$ cat src/rtl/resource_arbiter.sv
// ---------------------------------------------------------------------------
// resource_arbiter
//   Serialises spend/refill transactions from N requesters onto three shared
//   resource pools (energy 8-bit, tracer 6-bit, fluid 4-bit). Requesters are
//   granted round-robin; one transaction at a time flows through a single
//   add/subtract path. Spends are all-or-nothing, refills saturate at the
//   pool maximum.
//
//   Sequence per transaction: IDLE (arbitrate + latch) -> EXEC (compute and
//   write pool, register ok/sat) -> RESP (ack pulse) -> IDLE.
//
// Ports
//   clk      in   clock
//   reset    in   synchronous, active-high reset
//   req      in   [N]    request level per requester, held until its ack
//   req_op   in   [N]    0 = spend, 1 = refill
//   req_sel  in   [2N]   pool select per requester: 0 energy, 1 tracer,
//                        2 fluid, 3 invalid
//   req_amt  in   [8N]   unsigned amount per requester
//   ack      out  [N]    one-hot, one-cycle completion pulse
//   ok       out         valid with ack: transaction applied
//   sat      out         valid with ack: refill clipped at pool maximum
//   busy     out         high whenever the FSM is not in IDLE
//   energy   out  [8]    energy pool level
//   tracer   out  [6]    tracer pool level
//   fluid    out  [4]    fluid pool level
// ---------------------------------------------------------------------------
module resource_arbiter #(
   parameter int         N          = 3,
   parameter logic [7:0] ENERGY_RST = 8'd255,
   parameter logic [5:0] TRACER_RST = 6'd63,
   parameter logic [3:0] FLUID_RST  = 4'd15
) (
   input  logic           clk,
   input  logic           reset,
   input  logic [N-1:0]   req,
   input  logic [N-1:0]   req_op,
   input  logic [2*N-1:0] req_sel,
   input  logic [8*N-1:0] req_amt,
   output logic [N-1:0]   ack,
   output logic           ok,
   output logic           sat,
   output logic           busy,
   output logic [7:0]     energy,
   output logic [5:0]     tracer,
   output logic [3:0]     fluid
);

   localparam int PW = (N > 1) ? $clog2(N) : 1;

   typedef enum logic [1:0] {
      IDLE = 2'd0,
      EXEC = 2'd1,
      RESP = 2'd2
   } state_t;

   // First requester with req high, searching upward from p and wrapping.
   function automatic logic [PW-1:0] rr_pick(input logic [N-1:0] r,
                                              input logic [PW-1:0] p);
      logic [PW-1:0] w;
      logic          found;
      int            j;
      w     = '0;
      found = 1'b0;
      for (int k = 0; k < N; k++) begin
         j = (int'(p) + k) % N;
         if (!found && r[j]) begin
            found = 1'b1;
            w     = PW'(j);
         end
      end
      return w;
   endfunction

   // Returns {ok, sat, new_level}. All compares are 9-bit so that L + A
   // never wraps before the saturation test.
   function automatic logic [9:0] pool_apply(input logic       op,
                                             input logic [7:0] lvl,
                                             input logic [7:0] maxv,
                                             input logic [7:0] amt);
      logic [8:0] l9, a9, m9, sum9, diff9;
      logic [9:0] res;
      l9    = {1'b0, lvl};
      a9    = {1'b0, amt};
      m9    = {1'b0, maxv};
      sum9  = l9 + a9;
      diff9 = l9 - a9;
      if (!op) begin
         if (a9 <= l9) res = {1'b1, 1'b0, diff9[7:0]};
         else          res = {1'b0, 1'b0, lvl};
      end else begin
         if (sum9 > m9) res = {1'b1, 1'b1, maxv};
         else           res = {1'b1, 1'b0, sum9[7:0]};
      end
      return res;
   endfunction

   state_t        state_q;
   logic [PW-1:0] ptr_q;
   logic [PW-1:0] win_q;
   logic          op_q;
   logic [1:0]    sel_q;
   logic [7:0]    amt_q;
   logic [7:0]    energy_q;
   logic [5:0]    tracer_q;
   logic [3:0]    fluid_q;
   logic [N-1:0]  ack_q;
   logic          ok_q;
   logic          sat_q;
   logic          busy_q;

   logic [PW-1:0] win_d;
   logic [PW-1:0] ptr_d;
   logic [7:0]    cur_lvl;
   logic [7:0]    cur_max;
   logic [9:0]    apply_res;
   logic [7:0]    lvl_d;
   logic          ok_d;
   logic          sat_d;

   always_comb begin
      win_d   = rr_pick(req, ptr_q);
      ptr_d   = (win_q == PW'(N - 1)) ? '0 : win_q + 1'b1;
      cur_lvl = 8'd0;
      cur_max = 8'd0;
      case (sel_q)
         2'd0: begin
            cur_lvl = energy_q;
            cur_max = 8'd255;
         end
         2'd1: begin
            cur_lvl = {2'b00, tracer_q};
            cur_max = 8'd63;
         end
         2'd2: begin
            cur_lvl = {4'b0000, fluid_q};
            cur_max = 8'd15;
         end
         default: begin
            cur_lvl = 8'd0;
            cur_max = 8'd0;
         end
      endcase
      apply_res = pool_apply(op_q, cur_lvl, cur_max, amt_q);
      lvl_d     = apply_res[7:0];
      // An invalid pool select still completes, but reports nothing applied.
      ok_d      = (sel_q == 2'd3) ? 1'b0 : apply_res[9];
      sat_d     = (sel_q == 2'd3) ? 1'b0 : apply_res[8];
   end

   always_ff @(posedge clk) begin
      if (reset) begin
         state_q  <= IDLE;
         ptr_q    <= '0;
         ack_q    <= '0;
         ok_q     <= 1'b0;
         sat_q    <= 1'b0;
         busy_q   <= 1'b0;
         energy_q <= ENERGY_RST;
         tracer_q <= TRACER_RST;
         fluid_q  <= FLUID_RST;
      end else begin
         case (state_q)
            IDLE: begin
               // Inputs are sampled only here; later changes are ignored.
               if (|req) begin
                  win_q   <= win_d;
                  op_q    <= req_op[win_d];
                  sel_q   <= req_sel[2*win_d +: 2];
                  amt_q   <= req_amt[8*win_d +: 8];
                  busy_q  <= 1'b1;
                  state_q <= EXEC;
               end
            end
            EXEC: begin
               ok_q  <= ok_d;
               sat_q <= sat_d;
               ack_q <= {{(N-1){1'b0}}, 1'b1} << win_q;
               case (sel_q)
                  2'd0:    energy_q <= lvl_d;
                  2'd1:    tracer_q <= lvl_d[5:0];
                  2'd2:    fluid_q  <= lvl_d[3:0];
                  default: ;
               endcase
               state_q <= RESP;
            end
            RESP: begin
               ack_q   <= '0;
               ok_q    <= 1'b0;
               sat_q   <= 1'b0;
               busy_q  <= 1'b0;
               ptr_q   <= ptr_d;
               state_q <= IDLE;
            end
            default: begin
               ack_q   <= '0;
               ok_q    <= 1'b0;
               sat_q   <= 1'b0;
               busy_q  <= 1'b0;
               state_q <= IDLE;
            end
         endcase
      end
   end

   assign ack    = ack_q;
   assign ok     = ok_q;
   assign sat    = sat_q;
   assign busy   = busy_q;
   assign energy = energy_q;
   assign tracer = tracer_q;
   assign fluid  = fluid_q;

endmodule

$ cat config.mk
export PLATFORM = sky130hd
export DESIGN_NAME = resource_arbiter
export DESIGN_NICKNAME = d
export VERILOG_FILES = /design/src/rtl/resource_arbiter.sv
export SDC_FILE = /design/constraint.sdc
export NUM_CORES = 1
export LEC_CHECK = 0
export CAP_MARGIN = 5
export CORE_MARGIN = 2
export CORE_UTILIZATION = 49
export DETAILED_ROUTE_END_ITERATION = 8
export PLACE_DENSITY = 0.78
export SETUP_SLACK_MARGIN = 0.15
export SLEW_MARGIN = 30
export SYNTH_ARGS = -nofsm -noshare
export SYNTH_HDL_FRONTEND = slang
export SYNTH_SLANG_ARGS = --single-unit
$ cat constraint.sdc
create_clock -name clk -period 5 [get_ports clk]
set_clock_uncertainty 0.05 [all_clocks]
set_input_delay 1 -clock clk [delete_from_list [all_inputs] [get_ports clk]]
set_output_delay 1 -clock clk [all_outputs]
set_load 0.02 [all_outputs]
; ---- Word-level counts from Yosys, hierarchy flattened
; Cells that the tools add are included.
[totals]
out_inout_bits = 24
word_cells = 82
reg_bits = 41
in_bits = 38
[op_classes]
bitwise_logic = 2
n_addsub = 5
order_cmp = 6
reduce_logical = 12
div = 3
muxes = 31
n_shift = 3
n_eq_ne = 7
[ops]
columns = operator, n
row1 = "less-than comparator 32 x 4 -> 1 bit, second input constant", 3
row2 = "remainder unit 32 x 3 -> 32 bit, second input constant", 2
row3 = one-hot mux 8 bit (3 select lines), 2
row4 = "remainder unit 3 x 3 -> 32 bit, second input constant", 1
row5 = variable part select 24 x 6 -> 8 bit, 1
row6 = 2-to-1 mux 10 bit, 2
row7 = 2-to-1 mux 1 bit, 12
row8 = 2-to-1 mux 2 bit, 5
row9 = adder 8 x 8 -> 9 bit, 1
row10 = greater-than comparator 9 x 8 -> 1 bit, 1
row11 = 2-to-1 mux 9 bit, 1
row12 = binary-select mux 1 bit (select 2 bit), 4
row13 = "== test 2 bit, second input constant", 4
row14 = less-or-equal comparator 8 bit, 1
row15 = AND reduction 2 bit, 4
row16 = subtractor 8 bit, 1
row17 = one-hot mux 1 bit (2 select lines), 3
row18 = one-hot mux 3 bit (2 select lines), 1
row19 = variable part select 6 x 4 -> 2 bit, 1
row20 = "== test 2 x 1 -> 1 bit, second input constant", 2
row21 = zero test 2 bit, 2
row22 = one-hot mux 2 bit (2 select lines), 1
row23 = "adder 2 x 1 -> 3 bit, second input constant", 1
row24 = "adder 2 x 2 -> 3 bit, second input constant", 1
row25 = 9 further kinds, 12

; ---- Depth between registers and ports, before layout
; Gate-level depths: netlist (run 1).
[depth]
word_depth = 13
ltp_mapped = 19
depth_no_buf = 18

; ---- Worst setup path before layout (run 1)
; Ideal clock, no wire load.
[synth_timing]
path_kind = reg2reg
start = register sel_q[0]
end = register energy_q[0], in the netlist energy[0]
path_slack_ns = 1.077
synth_period_minus_slack_ns = 3.923
required_ns = 4.833
setup_time_ns = 0.117
n_path_buf = 2
stages_incl_launch_ff = 19
arrival_time_ns = 3.756
cell_sequence = edfxtp_1 buf_2 mux2i_1 o21ai_0 inv_1 fa_1 o21bai_1 o211ai_2 nand3b_1 xnor2_1 ha_1 nand4_1 or3_1 a21oi_2 a211oi_2 buf_6 o21a_1 a22o_1 o22a_1
[synth_between]
elab_chain_len = 6
elab_cells_between_ends = 13
cone_classes = 2 x add/sub / 2 x order compare / 2 x eq/ne / 5 x mux / 2 x reduce/logical
[synth_rtl]
columns = item, line_no
row1 = "start, declared", 102  ; logic [1:0] sel_q;
row2 = "start signal, assigned", 169  ; sel_q <= req_sel[2*win_d +: 2];
row3 = "== test 2 bit, or another cell as far along", 126  ; case (sel_q)
row4 = one-hot mux 8 bit (3 select lines), 126
row5 = adder 8 x 8 -> 9 bit, 86  ; sum9 = l9 + a9;
row6 = greater-than comparator 9 x 8 -> 1 bit, 92  ; if (sum9 > m9) res = {1'b1, 1'b1, maxv};
row7 = 2-to-1 mux 9 bit, 92
row8 = 2-to-1 mux 10 bit, 88  ; if (!op) begin
row9 = "end signal, assigned", 180  ; 2'd0: energy_q <= lvl_d;
row10 = "end, declared", 104  ; logic [7:0] energy_q;
; Parallel ways exist; a longest one is shown, timed or not.
; A chain may end at the register's enable or synchronous reset.

; ---- Worst setup path after layout (run 1)
[layout_timing]
start = register sel_q[0]
end = register energy_q[5], in the netlist energy[5]
; Same word-level chain as after synthesis.

==> qor.json, run 1 <==
{
  "synth": {
    "ys_ff_latch": 41,
    "ys_warn_count": 0,
    "synthesis.area_um2": 2930,
    "synthesis.area_per_instance_um2": 8.62,
    "post_synth_and_or_nand_nor_area_fraction": 0.157,
    "async_flop_share": 0,
    "synth-adder-area-share": 0.125,
    "synth_fp_nets": 406,
    "synth_cell_type_count": 49,
    "synth-seq-area-share": 0.324,
    "synth_ff_type": "sky130_fd_sc_hd__dfxtp_1",
    "synth_edf_count": 13,
    "multiplexer_share_of_the_synthesized_area": 0.0751,
    "netlist_instances": 340,
    "synth_top_family_by_area": "compound AO/OA/AOI/OAI gates",
    "synthXorXnorAreaFrac": 0.0329,
    "synth_compound_area_frac": 0.225
  },
  "finish": {
    "layout-area-overhead-vs-synth_pct": 26.3,
    "diodes": 0,
    "final_common_cell": "sky130_fd_sc_hd__clkdlybuf4s50_1",
    "instances_no_fill": 474,
    "post_route_cells_drive_above_1_share": 0.0501,
    "fin_nets": 464,
    "layout.cells.most_common_list": "61 x sky130_fd_sc_hd__clkdlybuf4s50_1, 37 x sky130_fd_sc_hd__nor2_1, 33 x sky130_fd_sc_hd__nand2_1"
  },
  "power_and_ir_drop": {
    "switchingPower_mw": 0.418,
    "vdd.ir_drop.worst_mv": 0.188,
    "netSwitchingFraction": 0.360,
    "internal_power_mw": 0.743,
    "power_density_nw_per_um2": 313,
    "power_share_of_the_combinational_group": 0.430,
    "power.static_leakage_nw": 1.58,
    "seq_power_share": 0.338,
    "p_clk_frac": 0.232
  },
  "setup_path": {
    "critical_path.endpoint_type": "register",
    "delay_contributed_by_the_slowest_stage_of_the_critical_path_ps": 660,
    "cpLargestDelayFamily": "compound AO/OA/AOI/OAI gates",
    "setup_crit_start_kind": "register",
    "worstPathRequired_ps": 5150,
    "master_of_the_slowest_instance_on_the_critical_path": "sky130_fd_sc_hd__edfxtp_1",
    "criticalPathCategory": "reg -> reg",
    "timing.critical_path.cells": "mux2i_1 -> o21ai_0 -> ha_1 -> inv_1 -> fa_1 -> o21bai_1 -> o211ai_2 -> nand3b_1 -> xnor2_1 -> ha_1 -> a211oi_1 -> o221a_2 -> a21oi_2 -> a211oi_4 -> nand2_1 -> o221a_2 -> o22a_1",
    "worstPathMaxFanout": 11,
    "register_to_register_path_setup_slack_ps": 540,
    "path_buf_inv": 1,
    "critPathArrivalTime_ps": 4610
  },
  "sta": {
    "fin_tns_setup_ps": 0,
    "final-setup-viol-count": 0,
    "period_minus_slack_ps": 4460,
    "period_share": 0.892,
    "rsz_0062_raised_after_global_routing": "false",
    "hold_viol": 0,
    "timing.slew.headroom": 0.499,
    "maxSlewViolCount": 0,
    "max_clock_freq_mhz": 224,
    "worst-slew-pin-transition_ps": 746
  },
  "cts": {
    "clkSlewWorstSetupHoldPaths_ps": 80,
    "clockRootBuffer": "sky130_fd_sc_hd__clkbuf_8",
    "cts_max_level": 2,
    "insertion_delay_to_the_later_sink_of_the_worst_skew_pair_ps": 300,
    "cts_buffers": 5,
    "tritoncts_num_sinks": 41,
    "clock_tree.buffer_depth": 2,
    "postCtsSetupRepairBufs": 0,
    "cts_tree": "done",
    "hold_buffers": 0
  },
  "route": {
    "avgRoutedWirePerCell_um": 14.3,
    "detailedRoute.firstPassIterationCount": 6,
    "route.antenna.remaining_nets": 0,
    "vias": 2504,
    "drt_drc_violations_left": 0,
    "routed_wl_um": 6790,
    "drt-initial-drc-count": 149,
    "route.detailed.vias_per_inst": 5.28
  },
  "floorplan": {
    "design.die.area_um2": 6620,
    "total_i_o_pin_count": 62,
    "die_height_um": 81.4,
    "coreArea_um2": 5850,
    "core_rows": 28,
    "floorplan.initialDensity": 0.501,
    "dieWidth_um": 81.4
  },
  "global_routing": {
    "largest_net_degree_at_the_start_of_global_routing": 24,
    "grt_first_pass_wirelength_um": 11200,
    "grt_pass1_vias": 2428,
    "global_route.usage.total": 0.220,
    "globalRouteOverflowTotal": 0,
    "grt_antenna_before_repair": 0
  },
  "hold_path": {
    "hold_path.class": "reg -> reg"
  },
  "place": {
    "hpwl_um": 5450,
    "placement.io_buffers": 61,
    "gpl.final_weighted_congestion": 0.971,
    "placedCellCount": 466
  },
  "status": {
    "outcome": "finished clean"
  },
  "job": {
    "max_cap_viol_count": 0
  }
}
-- final timing paths --
kind | start | end | depth (start not counted)
setup / recovery | sel_q[0] | energy[5] | 17
hold / removal | sat | sat | 2
setup reg to reg | sel_q[0] | energy[5] | 17
hold reg to reg | sat | sat | 2
-- worst min-delay path, stage by stage, from the launching register on --
cell                      delay [ps]
sky130_fd_sc_hd__dfxtp_1         330
sky130_fd_sc_hd__nand2_1          50
sky130_fd_sc_hd__o41ai_1          50
-- area by class of cell --
cell class / instances / area, um^2
clock inverter: 3 / 43.8
multi-input combinational: 259 / 1810
tap: 75 / 93.8
clock buffer: 5 / 68.8
sequential: 41 / 951
fill: 505 / 2150
timing repair buffer: 64 / 633
inverter: 27 / 101
-- kinds of logic after synthesis --
logic type	Yosys count
fa+ha+maj	28
flops	41
compound gates	96
xor+xnor	11
buf+inv	40
simple gates	102
mux	22
-- synthesized netlist by cell type, types with 4 or more instances --
master,instances,area share
sky130_fd_sc_hd__nor2_1,37,0.047
sky130_fd_sc_hd__nand2_1,33,0.042
sky130_fd_sc_hd__dfxtp_1,28,0.19
sky130_fd_sc_hd__inv_1,27,0.035
sky130_fd_sc_hd__ha_1,26,0.11
sky130_fd_sc_hd__a21oi_1,23,0.039
sky130_fd_sc_hd__o21ai_0,23,0.039
sky130_fd_sc_hd__mux2i_1,22,0.075
sky130_fd_sc_hd__edfxtp_1,13,0.13
sky130_fd_sc_hd__o22a_1,8,0.024
sky130_fd_sc_hd__xnor2_1,8,0.024
sky130_fd_sc_hd__clkbuf_1,7,0.0090
sky130_fd_sc_hd__nand2b_1,7,0.015
sky130_fd_sc_hd__nor2b_1,7,0.015
sky130_fd_sc_hd__o21bai_1,6,0.015
sky130_fd_sc_hd__a21o_1,5,0.013
sky130_fd_sc_hd__and2_1,4,0.0085
-- stage by stage --
step / hold slack, ps / power [mW] / utilization / cell area, um^2 / setup WS (ps)
after floorplan: 435 / 0.759 / - / 2930 / 1080
after global placement: 408 / 0.874 / 0.612 / 3580 / 545
after detailed placement: 393 / 0.881 / 0.612 / 3580 / 393
after CTS: 424 / 1.15 / 0.631 / 3690 / 344
after global routing: 455 / 1.23 / 0.633 / 3700 / 264
final: 429 / 1.16 / 0.633 / 3700 / 542
-- state kept, by name, indices dropped and copies added, names as in the netlist --
signal	count
fluid	4
ack	3
sel_q	2
state_q	2
op_q	1
ok	1
busy	1
sat	1
energy	8
tracer	6
ptr_q	2
win_q	2
amt_q	8
-- what timing repair did --
action | CTS | global route
gates resized for setup | 0 | 3
endpoints found under the setup margin | 0 | 16
hold endpoints to repair | 0 | 0
-- metal layers --
metal	vias up	share of wire	GRT usage
met5	-	0	0
met4	0	0.013	0.0610
met3	7	0.058	0.0389
met2	83	0.47	0.378
met1	1102	0.46	0.282
li1	1312	-	-
-- power groups by stage --
stage | clock (mW) | combinational, mW | sequential [mW]
after floorplan | 0 | 0.355 | 0.404
after global placement | 0 | 0.476 | 0.399
after detailed placement | 0 | 0.482 | 0.399
after CTS | 0.272 | 0.488 | 0.392
after global routing | 0.283 | 0.550 | 0.395
final | 0.269 | 0.499 | 0.392
No activity file was read; power rests on OpenSTA's default activity.
==> run 2: changes to the inputs <==
--- a/config.mk
+++ b/config.mk
@@ -11,6 +11,7 @@
 export DETAILED_ROUTE_END_ITERATION = 8
 export PLACE_DENSITY = 0.78
 export SETUP_SLACK_MARGIN = 0.15
+export SKIP_CTS_REPAIR_TIMING = 1
 export SLEW_MARGIN = 30
 export SYNTH_ARGS = -nofsm -noshare
 export SYNTH_HDL_FRONTEND = slang
==> results of run 2 <==
The final DEF is identical to that of run 1; final timing and power are the same.
==> run 3: changes to the inputs <==
--- a/config.mk
+++ b/config.mk
@@ -10,7 +10,6 @@
 export CORE_UTILIZATION = 49
 export DETAILED_ROUTE_END_ITERATION = 8
 export PLACE_DENSITY = 0.78
-export SETUP_SLACK_MARGIN = 0.15
 export SKIP_CTS_REPAIR_TIMING = 1
 export SLEW_MARGIN = 30
 export SYNTH_ARGS = -nofsm -noshare
==> qor.json, run 3 (synthesized netlist as in run 1, its figures left out) <==
{
  "power_and_ir_drop": {
    "design_power_total": {"value": 1.16, "unit": "mW", "change": "about the same"},
    "power_density": {"value": 313, "unit": "nW/um^2", "change": "about the same"},
    "power.static_leakage": {"value": 1.58, "unit": "nW", "change": "about the same"},
    "vdd.ir_drop.worst": {"value": 0.188, "unit": "mV", "change": "about the same"}
  },
  "sta": {
    "fin_tns_setup": {"value": 0, "unit": "ps", "change": "unchanged"},
    "min_hold_slack": {"value": 429, "unit": "ps", "change": "-0.237 ps"},
    "final-setup-viol-count": {"value": 0, "change": "unchanged"},
    "worst-slew-pin-transition": {"value": 741, "unit": "ps", "change": "-4.39 ps"},
    "timing.slew.headroom": {"value": 0.502, "change": "+0.00295"},
    "period_share": {"value": 0.911, "change": "+0.0198"},
    "period_minus_slack": {"value": 4560, "unit": "ps", "change": "+98.9 ps"},
    "hold_viol": {"value": 0, "change": "unchanged"},
    "rsz_0062_raised_after_global_routing": "false",
    "maxSlewViolCount": {"value": 0, "change": "unchanged"},
    "max_clock_freq": {"value": 219, "unit": "MHz", "change": "-2.2%"},
    "final.setup.worst_slack": {"value": 443, "unit": "ps", "change": "-98.9 ps"}
  },
  "global_routing": {
    "grt_pass1_vias": {"value": 2428, "change": "unchanged"},
    "grt_antenna_before_repair": {"value": 0, "change": "unchanged"},
    "globalRouteOverflowTotal": {"value": 0, "change": "unchanged"},
    "largest_net_degree_at_the_start_of_global_routing": {"value": 24, "change": "unchanged"},
    "global_route.usage.total": {"value": 0.220, "change": "unchanged"},
    "grt_first_pass_wirelength": {"value": 11200, "unit": "um", "change": "unchanged"}
  },
  "finish": {
    "post_route_cells_drive_above_1_share": {"value": 0.0476, "change": "-0.00251"},
    "diodes": {"value": 0, "change": "unchanged"},
    "fin_nets": {"value": 464, "change": "unchanged"},
    "multi_input_comb_area": {"value": 1810, "unit": "um^2", "change": "-0.14%"},
    "final_common_cell": "sky130_fd_sc_hd__clkdlybuf4s50_1",
    "filler_cell_count": {"value": 504, "change": "-0.20%"},
    "seq_cell_area": {"value": 951, "unit": "um^2", "change": "unchanged"},
    "finish.utilization": {"value": 0.633, "change": "about the same"},
    "layout-area-overhead-vs-synth": {"value": 26.2, "unit": "%", "change": "about the same"},
    "stdcell_area": {"value": 3700, "unit": "um^2", "change": "about the same"},
    "layout.cells.most_common_list": "61 x sky130_fd_sc_hd__clkdlybuf4s50_1, 37 x sky130_fd_sc_hd__nor2_1, 33 x sky130_fd_sc_hd__nand2_1",
    "instances_no_fill": {"value": 474, "change": "unchanged"}
  },
  "cts": {
    "insertion_delay_to_the_later_sink_of_the_worst_skew_pair": {"value": 300, "unit": "ps", "change": "about the same"},
    "cts_tree": "done",
    "cts_max_level": {"value": 2, "change": "unchanged"},
    "clockRootBuffer": "sky130_fd_sc_hd__clkbuf_8",
    "clock_tree.buffer_depth": {"value": 2, "change": "unchanged"},
    "clkSlewWorstSetupHoldPaths": {"value": 80, "unit": "ps", "change": "about the same"},
    "tritoncts_num_sinks": {"value": 41, "change": "unchanged"},
    "cts_buffers": {"value": 5, "change": "unchanged"}
  },
  "route": {
    "routed_wl": {"value": 6780, "unit": "um", "change": "about the same"},
    "avgRoutedWirePerCell": {"value": 14.3, "unit": "um", "change": "about the same"},
    "route.detailed.vias_per_inst": {"value": 5.32, "change": "+0.64%"},
    "detailedRoute.firstPassIterationCount": {"value": 4, "change": "-2"},
    "drt-initial-drc-count": {"value": 120, "change": "-19%"},
    "route.antenna.remaining_nets": {"value": 0, "change": "unchanged"},
    "vias": {"value": 2520, "change": "+0.64%"},
    "drt_drc_violations_left": {"value": 0, "change": "unchanged"}
  },
  "place": {
    "hpwl": {"value": 5450, "unit": "um", "change": "unchanged"},
    "pre_cts_ws": {"value": 393, "unit": "ps", "change": "unchanged"},
    "place_area": {"value": 3580, "unit": "um^2", "change": "unchanged"},
    "placedCellCount": {"value": 466, "change": "unchanged"},
    "gpl.final_weighted_congestion": {"value": 0.971, "change": "unchanged"},
    "placement.io_buffers": {"value": 61, "change": "unchanged"}
  },
  "setup_path": {
    "setup_crit_start_kind": "register",
    "worstPathMaxFanout": {"value": 11, "change": "unchanged"},
    "worstPathRequired": {"value": 5150, "unit": "ps", "change": "about the same"},
    "critical_path.endpoint_type": "register",
    "criticalPathCategory": "reg -> reg",
    "critPathArrivalTime": {"value": 4710, "unit": "ps", "change": "+100 ps"}
  },
  "floorplan": {
    "floorplan.initialDensity": {"value": 0.501, "change": "unchanged"},
    "die_height": {"value": 81.4, "unit": "um", "change": "unchanged"},
    "dieWidth": {"value": 81.4, "unit": "um", "change": "unchanged"},
    "design.die.area": {"value": 6620, "unit": "um^2", "change": "unchanged"},
    "coreArea": {"value": 5850, "unit": "um^2", "change": "unchanged"},
    "core_rows": {"value": 28, "change": "unchanged"},
    "total_i_o_pin_count": {"value": 62, "change": "unchanged"}
  },
  "hold_path": {
    "hold_path.class": "reg -> reg"
  },
  "status": {
    "outcome": "finished clean"
  },
  "job": {
    "max_cap_viol_count": {"value": 0, "change": "unchanged"}
  }
}
==> run 3: cell counts in the layout (fill, tap and decap cells not counted) <==
No cell type changed its count.
==> run 3: report_power, final <==
group	internal [mW]	leakage (nW)	total (mW)	switching, mW
logic	0.222	1.17	0.498	0.276
clock network	0.150	0.0585	0.270	0.120
registers	0.371	0.352	0.392	0.0214
total	0.742	1.58	1.16	0.417
==> run 3: final timing paths <==
check / startpoint / to / slack, ps / cells past startpoint
max: sel_q[0] / energy[5] / 440 / 18
min: sat / sat / 430 / 2
max reg2reg: sel_q[0] / energy[5] / 440 / 18
min reg2reg: sat / sat / 430 / 2
==> run 3: cell type report <==
cell class	count	area share
clock buffers	5	0.0186
clock inverters	3	0.0118
inverters	27	0.0274
multi-input cells	259	0.489
flip-flops and latches	41	0.257
well taps	75	0.0254
repair buffers	64	0.171
==> run 3: worst max-delay path, stage by stage, from the launching register on <==
cell and delay, ps:
sky130_fd_sc_hd__edfxtp_1 600, sky130_fd_sc_hd__nor2b_1 400, sky130_fd_sc_hd__nand2_1 80, sky130_fd_sc_hd__o21ai_0 170, sky130_fd_sc_hd__ha_1 260, sky130_fd_sc_hd__inv_1 60
sky130_fd_sc_hd__fa_1 390, sky130_fd_sc_hd__o21bai_1 220, sky130_fd_sc_hd__o211ai_2 110, sky130_fd_sc_hd__nand3b_1 110, sky130_fd_sc_hd__xnor2_1 150, sky130_fd_sc_hd__ha_1 290
sky130_fd_sc_hd__a211oi_1 220, sky130_fd_sc_hd__o221a_2 230, sky130_fd_sc_hd__a21oi_2 80, sky130_fd_sc_hd__a211oi_4 390, sky130_fd_sc_hd__nand2_1 130, sky130_fd_sc_hd__o221a_2 300
sky130_fd_sc_hd__o22a_1 200
==> run 3: layer usage <==
| metal | GRT usage | vias to the layer above | wire length, um |
|---|---|---|---|
| met5 | 0 | - | 0 |
| met4 | 0.0610 | 0 | 77 |
| met3 | 0.0389 | 6 | 461 |
| met2 | 0.378 | 94 | 3210 |
| met1 | 0.282 | 1103 | 3030 |
| li1 | - | 1317 | - |
==> RTL edit, RTL diff (settings of run 2) <==
Set the parameter `N` to 5 (it was 3).
--- a/src/rtl/resource_arbiter.sv
+++ b/src/rtl/resource_arbiter.sv
@@ -27,5 +27,5 @@
 // ---------------------------------------------------------------------------
 module resource_arbiter #(
-   parameter int         N          = 3,
+   parameter int         N          = 5,
    parameter logic [7:0] ENERGY_RST = 8'd255,
    parameter logic [5:0] TRACER_RST = 6'd63,
Interface: changed (5 resized); port bits go from 62 to 88. No check against the original RTL was run, so the function may have changed too.
==> RTL edit against run 2 <==
Design area increased by 54%. Count of clock-buffer cells in the layout rose by 1. Wire length grew 76%. Highest routed layer unchanged. Sequential cell count grew 4. Setup slack worse by 0.058 ns. Via count up 77%. Synthesized area is 58% higher. Total power grew 57%. Clock power is 20% lower. Core utilization fell by 1.4 points.
==> RTL edit: results (changes against run 2) <==
| Metric | Value |
|---|---|
| Multi-In Gates | 444 (+71%) |
| Largest net degree at the start of global routing | 29 (+21%) |
| M1 GR Usage | 33.3% (+5.1 points) |
| Net Count, Synth | 668 (+65%) |
| Fraction of area in multi-input gates | 58.1% (+9.2 points) |
| Met3 Track Usage GR | 3.86% (-0.024 points) |
| Synth top area cells | dfxtp_1 (13%), ha_1 (12%), edfxtp_1 (9.1%), mux2i_1 (8.2%), a21oi_1 (3.7%) |
| Seq/Total Area, Yosys | 22.4% (-10 points) |
| Leak | 2.37 nW (+50%) |
| Area post-placement | 0.00560 mm2 (+56%) |
| Synth cell count leaders | nor2_1 (45), ha_1 (44), inv_1 (39) |
| Port Buffers | 87 (+43%) |
| DRT iter0 DRCs | 285 (+91%) |
| Buffer share of cell area | 17.1% (-0.021 points) |
| First-pass GRT wire length | 19500 um (+74%) |
| Minimum clock period | 4.52 ns (+0.0578 ns) |
| Layout cells sized above 1 | 8.16% (+3.2 points) |
| Number of global-route vias before repair | 4121 (+70%) |
| Hold depth | 1 (-1) |
| Seq. pwr | 0.475 mW (+21%) |
| Synth unique cells | 73 (+49%) |
| R2R depth | 16 (-1) |
| Clock buf count | 6 (+1) |
| Status | finished clean |
| Drt first pass iters | 5 (-1) |
| Final WL | 11900 um (+76%) |
| Worst path slowest cell | a221oi_1 |
| Grt met2 use | 36.8% (-1.0 points) |
| Worst Path Arrival | 4.69 ns (+0.08 ns) |
| Mean post-synth cell area | 8.29 um2 (-3.9%) |
| Metal1 wirelength | 5620 um (+81%) |
| Pre-CTS setup slack | 0.337 ns (-0.0552 ns) |
| Met2 wire len | 5380 um (+68%) |
| Filler cell count | 791 (+57%) |
| Worst R2R Setup Slack | 0.48 ns (-0.06 ns) |
| Peak supply drop | 0.168 mV (-11%) |
| Post-synth EDFFs | 14 (+1) |
| Clock power frac | 11.8% (-11 points) |
| DP HPWL | 9550 um (+75%) |
| Gpl congestion | 0.949 (-2.3%) |
| Count of non-CTS buffers in the layout | 100 (+56%) |
| Row count | 35 (+25%) |
==> RTL edit: cell types whose count changed in the layout (fill, tap and decap cells not counted), moves of 10 or more <==
cell,delta
o211ai_1,+12
nand2b_1,+11
nor3_1,+10
a21oi_1,+11
ha_1,+17
o221ai_1,+10
nor2b_1,+14
inv_1,+12
clkdlybuf4s50_1,+26
mux2i_1,+16
==> RTL edit: worst max-delay path, delay by kind of cell (launching register included) <==
kind            cells  cell delay (ns)
compound gates      9             2.25
fa+ha+maj           2             0.69
flops               1             0.54
simple gates        3             0.53
xor+xnor            1             0.22
mux                 1             0.17
==> RTL edit: logic make-up (layout without fill, tap and decap cells) <==
family | after synthesis | in the layout | share of synthesized area, %
flops | 45 | 45 | 22.4
fa+ha+maj | 46 | 46 | 12.7
simple gates | 179 | 179 | 20.1
xor+xnor | 18 | 18 | 3.80
mux | 50 | 50 | 12.3
buf+inv | 71 | 148 | 6.63
compound gates | 151 | 151 | 22.0
